<file path="src/rtl/seg_pkg.sv">
// Shared definitions for the six-digit display scanner: field codes,
// active-high glyph constants, digit-slot indices and the snapshot layout.
package seg_pkg;

  // Field codes carried on the adjust input
  typedef enum logic [1:0] {
    FIELD_HOUR = 2'd0,
    FIELD_MIN  = 2'd1,
    FIELD_SEC  = 2'd2,
    FIELD_NONE = 2'd3
  } field_t;

  // Active-high glyphs, bit 0 = a ... bit 6 = g
  localparam logic [6:0] GLYPH_0     = 7'h3F;
  localparam logic [6:0] GLYPH_1     = 7'h06;
  localparam logic [6:0] GLYPH_2     = 7'h5B;
  localparam logic [6:0] GLYPH_3     = 7'h4F;
  localparam logic [6:0] GLYPH_4     = 7'h66;
  localparam logic [6:0] GLYPH_5     = 7'h6D;
  localparam logic [6:0] GLYPH_6     = 7'h7D;
  localparam logic [6:0] GLYPH_7     = 7'h07;
  localparam logic [6:0] GLYPH_8     = 7'h7F;
  localparam logic [6:0] GLYPH_9     = 7'h6F;
  localparam logic [6:0] GLYPH_BLANK = 7'h00;

  // Scan slot for each digit, rightmost first
  localparam logic [2:0] DIG_SEC_L  = 3'd0;
  localparam logic [2:0] DIG_SEC_H  = 3'd1;
  localparam logic [2:0] DIG_MIN_L  = 3'd2;
  localparam logic [2:0] DIG_MIN_H  = 3'd3;
  localparam logic [2:0] DIG_HOUR_L = 3'd4;
  localparam logic [2:0] DIG_HOUR_H = 3'd5;
  localparam int         NUM_DIGITS = 6;

  // One coherent copy of all six counter digits
  typedef struct packed {
    logic [3:0] hour_h;
    logic [3:0] hour_l;
    logic [3:0] min_h;
    logic [3:0] min_l;
    logic [3:0] sec_h;
    logic [3:0] sec_l;
  } snap_t;

  // Which clock field a scan slot belongs to
  function automatic field_t field_of_digit(input logic [2:0] dig);
    field_t f;
    case (dig)
      DIG_SEC_L, DIG_SEC_H:   f = FIELD_SEC;
      DIG_MIN_L, DIG_MIN_H:   f = FIELD_MIN;
      DIG_HOUR_L, DIG_HOUR_H: f = FIELD_HOUR;
      default:                f = FIELD_NONE;
    endcase
    return f;
  endfunction

endpackage

</file>
<file path="src/rtl/bcd7seg.sv">
// Combinational BCD to seven-segment decoder (active-high glyph).
// Codes 10..15 decode to a blank digit rather than hex letters.
module bcd7seg
  import seg_pkg::*;
(
  input  logic [3:0] bcd,
  output logic [6:0] glyph
);

  // Table lookup of the standard digit shapes
  always_comb begin
    glyph = GLYPH_BLANK;
    case (bcd)
      4'd0:    glyph = GLYPH_0;
      4'd1:    glyph = GLYPH_1;
      4'd2:    glyph = GLYPH_2;
      4'd3:    glyph = GLYPH_3;
      4'd4:    glyph = GLYPH_4;
      4'd5:    glyph = GLYPH_5;
      4'd6:    glyph = GLYPH_6;
      4'd7:    glyph = GLYPH_7;
      4'd8:    glyph = GLYPH_8;
      4'd9:    glyph = GLYPH_9;
      default: glyph = GLYPH_BLANK;
    endcase
  end

endmodule

</file>
<file path="src/rtl/seg_scan.sv">
// Six-digit multiplexed seven-segment scanner for the clock/alarm display.
// Digits are captured once per frame so a frame never mixes two times.
// Optional field blinking during adjustment is compiled in with the
// macro SEG_BLINK_EN; without it sw17/adjust are accepted but ignored.
module seg_scan
  import seg_pkg::*;
#(
  parameter int SCAN_DIV       = 50000,
  parameter int BLINK_DIV      = 12500000,
  parameter bit SEG_ACTIVE_LOW = 1'b1
) (
  input  logic       clk,
  input  logic       rst,
  input  logic [3:0] hour_h,
  input  logic [3:0] hour_l,
  input  logic [3:0] min_h,
  input  logic [3:0] min_l,
  input  logic [3:0] sec_h,
  input  logic [3:0] sec_l,
  input  logic       sw17,
  input  logic [1:0] adjust,
  output logic [7:0] seg,
  output logic [5:0] sel
);

  localparam int             PW        = (SCAN_DIV > 1) ? $clog2(SCAN_DIV) : 1;
  localparam logic [PW-1:0]  PCNT_LAST = PW'(SCAN_DIV - 1);
  localparam logic [7:0]     SEG_OFF   = SEG_ACTIVE_LOW ? 8'hFF : 8'h00;
  localparam logic [5:0]     SEL_OFF   = SEG_ACTIVE_LOW ? 6'h3F : 6'h00;

  logic [PW-1:0] pcnt;
  logic          scan_end;
  logic [2:0]    idx;
  snap_t         snap;
  logic [3:0]    digit;
  logic [6:0]    glyph;
  logic          dp;
  logic          blank;
  logic [7:0]    seg_ah;
  logic [5:0]    sel_ah;

  assign scan_end = (pcnt == PCNT_LAST);

  // Prescaler: one digit slot every SCAN_DIV cycles
  always_ff @(posedge clk or posedge rst) begin
    if (rst) begin
      pcnt <= '0;
    end else if (scan_end) begin
      pcnt <= '0;
    end else begin
      pcnt <= pcnt + 1'b1;
    end
  end

  // Scan index walks the six digits, rightmost first
  always_ff @(posedge clk or posedge rst) begin
    if (rst) begin
      idx <= DIG_SEC_L;
    end else if (scan_end) begin
      idx <= (idx == DIG_HOUR_H) ? DIG_SEC_L : idx + 3'd1;
    end
  end

  // Capture all digits together at the frame boundary
  always_ff @(posedge clk or posedge rst) begin
    if (rst) begin
      snap <= '0;
    end else if (scan_end && (idx == DIG_HOUR_H)) begin
      snap <= {hour_h, hour_l, min_h, min_l, sec_h, sec_l};
    end
  end

  // Pick the snapshot digit for the current slot
  always_comb begin
    digit = 4'hF;
    case (idx)
      DIG_SEC_L:  digit = snap.sec_l;
      DIG_SEC_H:  digit = snap.sec_h;
      DIG_MIN_L:  digit = snap.min_l;
      DIG_MIN_H:  digit = snap.min_h;
      DIG_HOUR_L: digit = snap.hour_l;
      DIG_HOUR_H: digit = snap.hour_h;
      default:    digit = 4'hF;
    endcase
  end

  bcd7seg u_dec (
    .bcd   (digit),
    .glyph (glyph)
  );

  // Decimal points separate hh.mm.ss
  assign dp = (idx == DIG_MIN_L) || (idx == DIG_HOUR_L);

`ifdef SEG_BLINK_EN
  localparam int            BW        = (BLINK_DIV > 1) ? $clog2(BLINK_DIV) : 1;
  localparam logic [BW-1:0] BCNT_LAST = BW'(BLINK_DIV - 1);

  logic [BW-1:0] bcnt;
  logic          phase;

  // Blink timebase: phase flips every BLINK_DIV cycles, starting visible
  always_ff @(posedge clk or posedge rst) begin
    if (rst) begin
      bcnt  <= '0;
      phase <= 1'b1;
    end else if (bcnt == BCNT_LAST) begin
      bcnt  <= '0;
      phase <= ~phase;
    end else begin
      bcnt <= bcnt + 1'b1;
    end
  end

  assign blank = sw17 && (field_t'(adjust) != FIELD_NONE) && !phase &&
                 (field_of_digit(idx) == field_t'(adjust));
`else
  logic unused_adjust;

  assign unused_adjust = ^{sw17, adjust};
  assign blank         = 1'b0;
`endif

  assign seg_ah = blank ? 8'h00 : {dp, glyph};
  assign sel_ah = (pcnt == '0) ? 6'h00 : (6'b000001 << idx);

  // Registered pin drivers; slot start keeps all digits off to avoid ghosting
  always_ff @(posedge clk or posedge rst) begin
    if (rst) begin
      seg <= SEG_OFF;
      sel <= SEL_OFF;
    end else begin
      seg <= SEG_ACTIVE_LOW ? ~seg_ah : seg_ah;
      sel <= SEG_ACTIVE_LOW ? ~sel_ah : sel_ah;
    end
  end

endmodule
</file>
<file path="config.mk">
export PLATFORM = sky130hd
export DESIGN_NAME = seg_scan
export DESIGN_NICKNAME = d
export VERILOG_FILES = /design/src/rtl/seg_pkg.sv /design/src/rtl/bcd7seg.sv /design/src/rtl/seg_scan.sv
export SDC_FILE = /design/constraint.sdc
export NUM_CORES = 1
export LEC_CHECK = 0
export CAP_MARGIN = 20
export CORE_MARGIN = 8
export CORE_UTILIZATION = 53
export CTS_CLUSTER_SIZE = 14
export DETAILED_ROUTE_END_ITERATION = 8
export PLACE_DENSITY = 0.91
export RECOVER_POWER = 50
export SYNTH_ARGS = -nofsm -noshare
export SYNTH_HDL_FRONTEND = slang
export SYNTH_HIERARCHICAL = 1
export SYNTH_SLANG_ARGS = --single-unit
</file>
<file path="constraint.sdc">
create_clock -name clk -period 3 [get_ports clk]
set_clock_uncertainty 0.1 [all_clocks]
set_input_delay 0.45 -clock clk [delete_from_list [all_inputs] [get_ports clk]]
set_output_delay 0.45 -clock clk [all_outputs]
set_load 0.1 [all_outputs]
</file>
Word level (Yosys, flattened, before mapping)
Memories as Yosys holds them, arrays and structs flattened.
Cells that the tools add are included.
W data, S select, Z words.

operators by class
  $add $sub $neg = 2
  bitwise logic cells = 2
  reductions and logical operators = 4
  equality and inequality tests = 6
  mux-type cells = 4
  shift-type cells = 1

operators by type and width
  cell                     number
  $pmux W4 S6              1
  $add A16 B1 Y16 const B  1
  $eq A16 B16 Y1 const B   1
  $logic_not A16 Y1        1
  $mux W16                 1
  $not A8 Y8               1
  $eq A3 B2 Y1 const B     2
  $eq A3 B3 Y1 const B     2
  $mux W6                  1
  $not A6 Y6               1
  $shl A1 B3 Y6 const A    1
  $add A3 B1 Y3 const B    1
  $eq A3 B1 Y1 const B     1
  $logic_not A3 Y1         1
  $mux W3                  1
  $logic_and A1 B1 Y1      1
  $logic_or A1 B1 Y1       1

word-level totals
  logic and storage cells = 30
  bits of input ports = 29
  flip-flop bits (word level) = 57
  memory bits (read-only) = 112
  memories = 1

memory list
  memory            depth  bits a word  read ports  clocked after memory_dff  write ports  line           source
  (name not given)  16     7            1           0                         0            bcd7seg.sv:13  case (bcd)

Depth between registers and ports, before layout
Gate-level depths: netlist of run 1.
An unclocked memory read counts as a cell.

  depth in word-level cells = 4
  gate-level depth with buffers = 13
  mapped depth without buffers = 11

Cells and area by module
Netlist of run 1, hierarchy kept.

modules (own cells, without submodules)
  module    times used  seq. area each (um^2)  area each (um^2)  cells each
  seg_scan  1           1443.9                 2511.2            204
  bcd7seg   1           0.0                    220.2             28

Worst setup path before layout of run 1
OpenSTA, ideal clock, no wires.

  path kind = register to register
  from = reg idx[0]
  to = reg seg[1]
  period minus slack after synthesis = 2579 ps
  arrival = 2401 ps
  cell stages (with the launch flop) = 12
  library setup time = 78 ps
  buffers on the path = 2
  path slack = 421 ps
  data required time = 2822 ps
  cells stage by stage = dfrtp_1 > clkbuf_1 > clkbuf_1 > and2_1 > ha_1 > o21ai_0 > o311ai_0 > o211ai_1 > inv_1 > ha_1 > o21ai_0 > inv_1

between the ends
  word-level cells in the longest chain between the ends = 4

ends and longest elaborated chain
  element                                     line             source
  start: declaration                          seg_scan.sv:33   logic [2:0] idx;
  start signal: assignment                    seg_scan.sv:60   idx <= (idx == DIG_HOUR_H) ? DIG_SEC_L : idx + 3'd1;
  $eq A3 B3 Y1, or another cell as far along  seg_scan.sv:76   case (idx)
  $pmux W4 S6 (*)                             seg_scan.sv:76
  via digit[1]                                seg_scan.sv:35   logic [3:0] digit;
  $mem_v2 Z16 W7 (*)                          -
  via glyph[1]                                seg_scan.sv:36   logic [6:0] glyph;
  $not A8 Y8 (*)                              seg_scan.sv:133  seg <= SEG_ACTIVE_LOW ? ~seg_ah : seg_ah;
  end signal: assignment                      seg_scan.sv:133
  end: declaration                            seg_scan.sv:22   output logic [7:0] seg,

The timed path passes the listed nets; every way through them passes the cells marked *.
A chain may end at the register's enable or synchronous reset.

Final worst setup path of run 1
  from = reg idx[2]
  to = reg seg[3]

The elaborated chain is that of the path after synthesis.

==> impl_results.md, run 1 <==
* CTS tree: built
* Number of global-route vias before repair at 1915
* Setup repair after global routing missed its margin: no
* Setup CP Type: reg -> reg
* Capture point of the worst reg-to-reg path: seg[3]$_DFF_PP1_
* Number of fill cells in the layout at 375
* Final antenna-violating net count at 0
* Final number of hold-violating endpoints at 0
* Fmax at 369 MHz
* Worst-case hold path end point: snap[22]$_DFFE_PP0P_
* Crit Path Max Fanout at 13
* GR met1 Demand/Resource at 18.4%
* IR drop worst, VDD at 0.000392 V
* Number of CTS-inserted buffers at 9
* HP Class: reg -> reg
* Global-route wire length before repair at 8770 um
* Cell depth of the worst hold path at 1
* Area of the placeable core at 5040 sq um
* Largest incremental delay on the critical path at 550 ps
* GRT Overall Usage at 15.2%
* Number of enable flip-flop cells after synthesis at 0
* Post-Synthesis Mean Instance Area at 11.8 sq um
* Proportion of layout cells with a drive suffix above 1 at 21.3%
* Sequential cell area fraction in the yosys report at 52.9%
* H-tree depth at 3
* Total Nets Final at 315
* Post-cts sizing count at 0
* GR met2 Demand/Resource at 22.8%
* Leakage power figure at 1.58 nW
* Combined area of all synthesized cells at 2730 sq um
* Height of the die at 87.8 um
* Power consumption at 1.51 mW
* DPL Wire Length at 3690 um
* Total number of vias at 1869
* Shortest clock period the worst path allows after layout at 2710 ps
* Busiest metal layer after global routing: met2
* GRT met3 Usage at 5.07%
* Area grow syn2layout at 21.7%
* Clk_lat worst skew at 340 ps
* Total Neg Setup Slack at 0 ps
* Die span in x at 87.8 um
* Average via count per standard cell at 5.31
* Antenna fix cells at 0
* Number of top-level pins at 43
* Largest net degree at the start of global routing at 58
* Clock Pin Slew Worst Setup and Hold Paths at 70 ps
* Required @ worst endpoint at 3170 ps
* Initial antenna violation count at 0
* Nets in the synthesized netlist at 270
* Final-report max-slew violation count at 0
* Max-cap viol count at 0
* Hold buffer count at CTS at 0
* Wirelength per Cell at 14.8 um
* Slew HR at 9.00%
* Initial cell density of the core at 54.2%
* Ys flop type: sky130_fd_sc_hd__dfrtp_1
* Sinks on the clock net at 57
* Crit share post-route at 90.2%
* Slowest cell on crit path: sky130_fd_sc_hd__dfrtp_1
* Critical Path AT at 2880 ps
* Residual overflow from global routing at 0
* Drt first-iter violations at 128
* Drt total wl at 5220 um
* Timing startpoint of the critical path: idx[2]$_DFFE_PP0N_
* Unique masters post-synth at 43
* Total iterations of the first detailed-routing run at 4
* DRC Markers at 0
* Sequence of cells on the critical path: inv_1 > ha_1 > o21ai_0 > o311ai_0 > o211ai_1 > inv_1 > ha_1 > nor2_1 > a21oi_1 > o22ai_1 > inv_1
* Startpoint of the worst-slack reg-to-reg timing path: idx[2]$_DFFE_PP0N_
* Status: finished clean
* Type of element launching the critical path: flip-flop
* Buffers from clock root to sink, at most at 2
* RePlAce Congestion at 0.852
* Number of warnings issued by yosys at 6
* Standard-cell row count at 26
* Power density normalized to cell area at 455 nW/um^2
* Setup Viol. Count Final at 0
* # port buffers at 39
* Most used cell along the critical path: sky130_fd_sc_hd__inv_1
* Root Buffer: sky130_fd_sc_hd__clkbuf_8
* Measured slew at the worst slew-check pin at 1360 ps
* Count of buffers added by post-CTS timing repair for setup at 0
* Area enclosed by the die boundary at 7710 sq um
* Post-synthesis cell count at 232
* Flip-flop and latch count after synthesis at 57
* Internal reg-to-reg setup slack at 290 ps
* Sort of element at the end of the critical path: flip-flop
* Length in cells of the worst reg-to-reg path at 11
* Proportion of register bits with asynchronous set or reset after synthesis at 100%
* Source of the worst hold timing path: snap[22]$_DFFE_PP0P_
==> cell usage after synthesis, types with 2 or more instances <==
cell	instances	area share [%]
sky130_fd_sc_hd__xor2_1	5	1.6
sky130_fd_sc_hd__buf_8	2	1.1
sky130_fd_sc_hd__mux2_1	20	8.2
sky130_fd_sc_hd__mux2_2	6	2.5
sky130_fd_sc_hd__nor4_1	2	0.46
sky130_fd_sc_hd__and2_1	3	0.69
sky130_fd_sc_hd__clkbuf_1	4	0.55
sky130_fd_sc_hd__or3_1	2	0.46
sky130_fd_sc_hd__mux2i_1	3	1.1
sky130_fd_sc_hd__xnor2_1	9	2.9
sky130_fd_sc_hd__and3_1	2	0.46
sky130_fd_sc_hd__nor3_1	3	0.55
sky130_fd_sc_hd__nand3_1	8	1.5
sky130_fd_sc_hd__nand2_1	10	1.4
sky130_fd_sc_hd__a21oi_1	6	1.1
sky130_fd_sc_hd__o311ai_0	3	0.96
sky130_fd_sc_hd__nor2_1	14	1.9
sky130_fd_sc_hd__inv_1	19	2.6
sky130_fd_sc_hd__ha_1	9	4.1
sky130_fd_sc_hd__nor2b_1	4	0.92
sky130_fd_sc_hd__o22ai_1	6	1.4
sky130_fd_sc_hd__a22oi_1	2	0.55
sky130_fd_sc_hd__dfrtp_1	43	39
sky130_fd_sc_hd__nand2b_1	2	0.46
sky130_fd_sc_hd__o211ai_1	2	0.55
sky130_fd_sc_hd__a22o_1	2	0.64
sky130_fd_sc_hd__dfstp_2	14	13
sky130_fd_sc_hd__nand3b_1	2	0.55
sky130_fd_sc_hd__o21ai_0	6	1.1
sky130_fd_sc_hd__nand4_1	5	1.1
sky130_fd_sc_hd__buf_6	2	0.82
==> power breakdown <==
group	switching (mW)	internal (mW)
Sequential	0	0.770
Combinational	0.0189	0.0286
Clock	0.314	0.380
Total	0.333	1.18
==> registers in the layout, indices dropped and copies added, names as in the netlist <==
name / cells
idx: 3
pcnt: 16
seg: 8
snap: 24
sel: 6
==> logic make-up after synthesis <==
kind of cell	synth area share, %
AOI/OAI and AO/OA	7.56
xor gates and xnor gates	4.49
adders and majority gates	4.12
buffers and inverters	5.54
DFF	52.9
muxes	12.6
and+or+nand+nor	12.8
==> cell usage in the layout, fill, tap and decap left out, types with 2 or more instances in the layout <==
cell,count
sky130_fd_sc_hd__o211ai_1,2
sky130_fd_sc_hd__o311ai_0,3
sky130_fd_sc_hd__nor2_1,14
sky130_fd_sc_hd__clkdlybuf4s50_1,24
sky130_fd_sc_hd__o21ai_0,6
sky130_fd_sc_hd__and2_1,3
sky130_fd_sc_hd__nand2b_1,2
sky130_fd_sc_hd__nand3b_1,2
sky130_fd_sc_hd__dfrtp_1,43
sky130_fd_sc_hd__mux2_2,6
sky130_fd_sc_hd__a22oi_1,2
sky130_fd_sc_hd__dfstp_2,14
sky130_fd_sc_hd__clkbuf_8,9
sky130_fd_sc_hd__nand2_1,10
sky130_fd_sc_hd__ha_1,9
sky130_fd_sc_hd__inv_1,18
sky130_fd_sc_hd__o22ai_1,6
sky130_fd_sc_hd__xnor2_1,9
sky130_fd_sc_hd__nand4_1,5
sky130_fd_sc_hd__mux2i_1,3
sky130_fd_sc_hd__nand3_1,8
sky130_fd_sc_hd__clkinv_2,2
sky130_fd_sc_hd__buf_4,18
sky130_fd_sc_hd__xor2_1,5
sky130_fd_sc_hd__nor3_1,3
sky130_fd_sc_hd__and3_1,2
sky130_fd_sc_hd__a22o_1,2
sky130_fd_sc_hd__nor2b_1,4
sky130_fd_sc_hd__or3_1,2
sky130_fd_sc_hd__a21oi_1,6
sky130_fd_sc_hd__clkinvlp_4,3
sky130_fd_sc_hd__nor4_1,2
sky130_fd_sc_hd__mux2_1,20
==> worst max-delay path by stage <==
stage | slack (ps) | depth (start not counted) | endpoint
2_1_floorplan | 420 | 11 | seg[1]$_DFF_PP1_
3_3_place_gp | 450 | 11 | seg[3]$_DFF_PP1_
3_5_place_dp | 370 | 11 | seg[3]$_DFF_PP1_
4_1_cts | 320 | 11 | seg[3]$_DFF_PP1_
5_1_grt | 2 | 11 | seg[3]$_DFF_PP1_
6_report | 290 | 11 | seg[3]$_DFF_PP1_
==> through the flow <==
stage | utilization [%] | hold WS (ps) | area (sq um) | std cells | setup slack, ps
6_report | 65.9 | 391 | 3320 | 352 | 293
5_1_grt | 65.9 | 413 | 3320 | 352 | 2.28
4_1_cts | 66.0 | 390 | 3330 | 352 | 321
3_5_place_dp | 62.1 | 373 | 3130 | 336 | 373
3_3_place_gp | 62.1 | 363 | 3130 | 336 | 449
2_1_floorplan | - | 352 | 2730 | 232 | 421
==> routing by layer <==
metal | vias to the layer above | part of all wire, %
li1 | 897 | -
met1 | 897 | 45
met2 | 60 | 47
met3 | 15 | 4.9
met4 | 0 | 2.9
met5 | - | 0
==> cell type report <==
cell class                 instances  area, sq um  area share, %
inverter                          19         71.3           2.15
clock inverter                     7         71.3           2.15
tap                               70         87.6           2.63
sequential                        57         1440           43.4
timing repair buffer              44          390           11.7
multi-input combinational        146         1140           34.2
clock buffer                       9          124           3.73
==> worst max-delay path: cells and delay by family, from the launching register on <==
family | cells | cell delay, ps
AOI/OAI and AO/OA | 5 | 910
adders and majority gates | 2 | 550
buffers and inverters | 3 | 420
DFF | 1 | 550
and+or+nand+nor | 1 | 100
(Power assumes the default switching activity.)
==> run 2, diff against run 1 <==
- clock period: 3 -> 2.9 ns (I/O delays scaled with it)
==> impl_results.md, run 2 (same netlist as run 1, synthesis figures left out) <==
* Hold buffer count at CTS at 0
* Initial antenna violation count at 0
* Drt first-iter violations at 98
* Wirelength per Cell at 14.8 um
* Average via count per standard cell at 5.31
* Slowest cell on crit path: sky130_fd_sc_hd__dfrtp_1
* Flip-flop count of the largest register, all copies and words added at 24
* Most common cell after layout, fill and taps aside: sky130_fd_sc_hd__dfrtp_1
* Drt total wl at 5250 um
* Cell depth of the worst hold path at 1
* RePlAce Congestion at 0.870
* Buffers from clock root to sink, at most at 2
* Switching power at 0.312 mW
* Setup Viol. Count Final at 0
* Crit Path Max Fanout at 13
* GRT Overall Usage at 15.3%
* Leakage power figure at 1.58 nW
* Most used cell along the critical path: sky130_fd_sc_hd__inv_1
* Shortest clock period the worst path allows after layout at 2530 ps
* Proportion of layout cells with a drive suffix above 1 at 20.1%
* Measured slew at the worst slew-check pin at 1190 ps
* Sinks on the clock net at 57
* Timing startpoint of the critical path: idx[2]$_DFFE_PP0N_
* Register with the highest flop count: snap
* Number of CTS-inserted buffers at 9
* Buffers and inverters on the worst path at 3
* Final antenna-violating net count at 0
* Count of buffers added by post-CTS timing repair for setup at 0
* Registers with the most flip-flops: snap x24, pcnt x16, seg x8
* Source of the worst hold timing path: snap[8]$_DFFE_PP0P_
* Part of the power in combinational logic at 3.2%
* Startpoint of the worst-slack reg-to-reg timing path: idx[2]$_DFFE_PP0N_
* # port buffers at 39
* Highest-count cells in the layout ignoring fill and taps: 43 x sky130_fd_sc_hd__dfrtp_1, 24 x sky130_fd_sc_hd__clkdlybuf4s50_1, 20 x sky130_fd_sc_hd__mux2_1, 19 x sky130_fd_sc_hd__inv_1, 18 x sky130_fd_sc_hd__buf_4
* Largest net degree at the start of global routing at 35
* Area enclosed by the die boundary at 7710 sq um
* Max-cap viol count at 0
* Share of power burned in registers at 52.5%
* Required @ worst endpoint at 3070 ps
* Slew HR at 20.7%
* DRC Markers at 0
* DPL Wire Length at 3810 um
* Type of element launching the critical path: flip-flop
* Total Nets Final at 317
* Net Sw Frac at 20.6%
* Global-route wire length before repair at 8940 um
* Status: finished clean
* Root Buffer: sky130_fd_sc_hd__clkbuf_8
* Internal reg-to-reg setup slack at 370 ps
* Crit share post-route at 87.4%
* Clock Pin Slew Worst Setup and Hold Paths at 70 ps
* Number of global-route vias before repair at 1896
* CTS tree: built
* HP Class: reg -> reg
* Setup CP Type: reg -> reg
* Family of cells with the greatest summed delay on the critical path: compound AO/OA/AOI/OAI gates
* Antenna fix cells at 0
* Largest incremental delay on the critical path at 570 ps
* Standard-cell row count at 26
* Post-cts sizing count at 0
* Initial cell density of the core at 54.2%
* Die span in x at 87.8 um
* Final number of hold-violating endpoints at 0
* Area grow syn2layout at 21.6%
* Residual overflow from global routing at 0
* Critical Path AT at 2700 ps
* Clk_lat worst skew at 340 ps
* Length in cells of the worst reg-to-reg path at 11
* Sequence of cells on the critical path: inv_1 > ha_1 > o21ai_0 > o311ai_0 > o211ai_1 > inv_1 > ha_1 > nor2_1 > a21oi_1 > o22ai_1 > inv_1
* Power consumption at 1.52 mW
* Final-report max-slew violation count at 0
* IR drop worst, VDD at 0.000373 V
* Clock network power share at 44.3%
* Number of top-level pins at 43
* Setup repair after global routing missed its margin: no
* Power density normalized to cell area at 457 nW/um^2
* Area of the placeable core at 5040 sq um
* H-tree depth at 3
* Total Neg Setup Slack at 0 ps
* Power Internal at 1.21 mW
* Total number of vias at 1879
* CP Depth at 11
* Height of the die at 87.8 um
* Total iterations of the first detailed-routing run at 4
* Fmax at 395 MHz
* Sort of element at the end of the critical path: flip-flop
[run 2: cell types whose count changed in the layout (fill, tap and decap cells not counted)]
cell | previous run | this run
sky130_fd_sc_hd__clkbuf_1 | 0 | 5
sky130_fd_sc_hd__clkbuf_8 | 9 | 12
sky130_fd_sc_hd__clkinvlp_4 | 3 | 1
sky130_fd_sc_hd__bufinv_16 | 1 | 0
sky130_fd_sc_hd__clkbuf_2 | 1 | 0
sky130_fd_sc_hd__clkinv_1 | 1 | 0
sky130_fd_sc_hd__clkinv_2 | 2 | 1
sky130_fd_sc_hd__clkinv_4 | 1 | 0
sky130_fd_sc_hd__inv_1 | 18 | 19
[run 2: power by group through the flow]
| stage | sequential (mW) | combinational [mW] | clock [mW] |
|---|---|---|---|
| finish | 0.797 | 0.0490 | 0.672 |
| global route | 0.796 | 0.0550 | 0.729 |
| CTS | 0.796 | 0.0524 | 0.692 |
| detailed placement | 0.810 | 0.0521 | 0 |
| global placement | 0.810 | 0.0512 | 0 |
| floorplan | 0.810 | 0.0117 | 0 |
[run 2: metrics by stage]
| stage | hold WS, ps | setup WS (ps) | area [sq um] | util, % | cells |
|---|---|---|---|---|---|
| final | 391 | 366 | 3320 | 65.9 | 354 |
| after global routing | 400 | 125 | 3320 | 65.9 | 354 |
| after CTS | 392 | 401 | 3330 | 66.1 | 354 |
| after detailed placement | 377 | 421 | 3150 | 62.4 | 338 |
| after global placement | 363 | 534 | 3150 | 62.4 | 338 |
| after floorplan | 352 | 321 | 2730 | - | 232 |
[run 2: worst paths after layout]
kind / endpoint
worst max-delay path: seg[0]$_DFF_PP1_
worst min-delay path: snap[8]$_DFFE_PP0P_
worst max register to register: seg[0]$_DFF_PP1_
worst min register to register: snap[8]$_DFFE_PP0P_
max in group asynchronous: snap[5]$_DFFE_PP0P_
min in group asynchronous: pcnt[2]$_DFF_PP0_
[run 2: cell type report]
class	count	area (sq um)
Fill cell	371	1720
Multi-Input combinational cell	146	1140
Timing Repair Buffer	46	397
Clock inverter	2	12.5
Tap cell	70	87.6
Inverter	19	71.3
Sequential cell	57	1440
Clock buffer	14	173
[run 2: routing by layer]
layer	wire length, um	vias up	GRT usage (%)
met5	0	-	0
met4	166	0	10.8
met3	252	16	3.94
met2	2460	52	23.4
met1	2370	909	18.5
li1	-	902	-
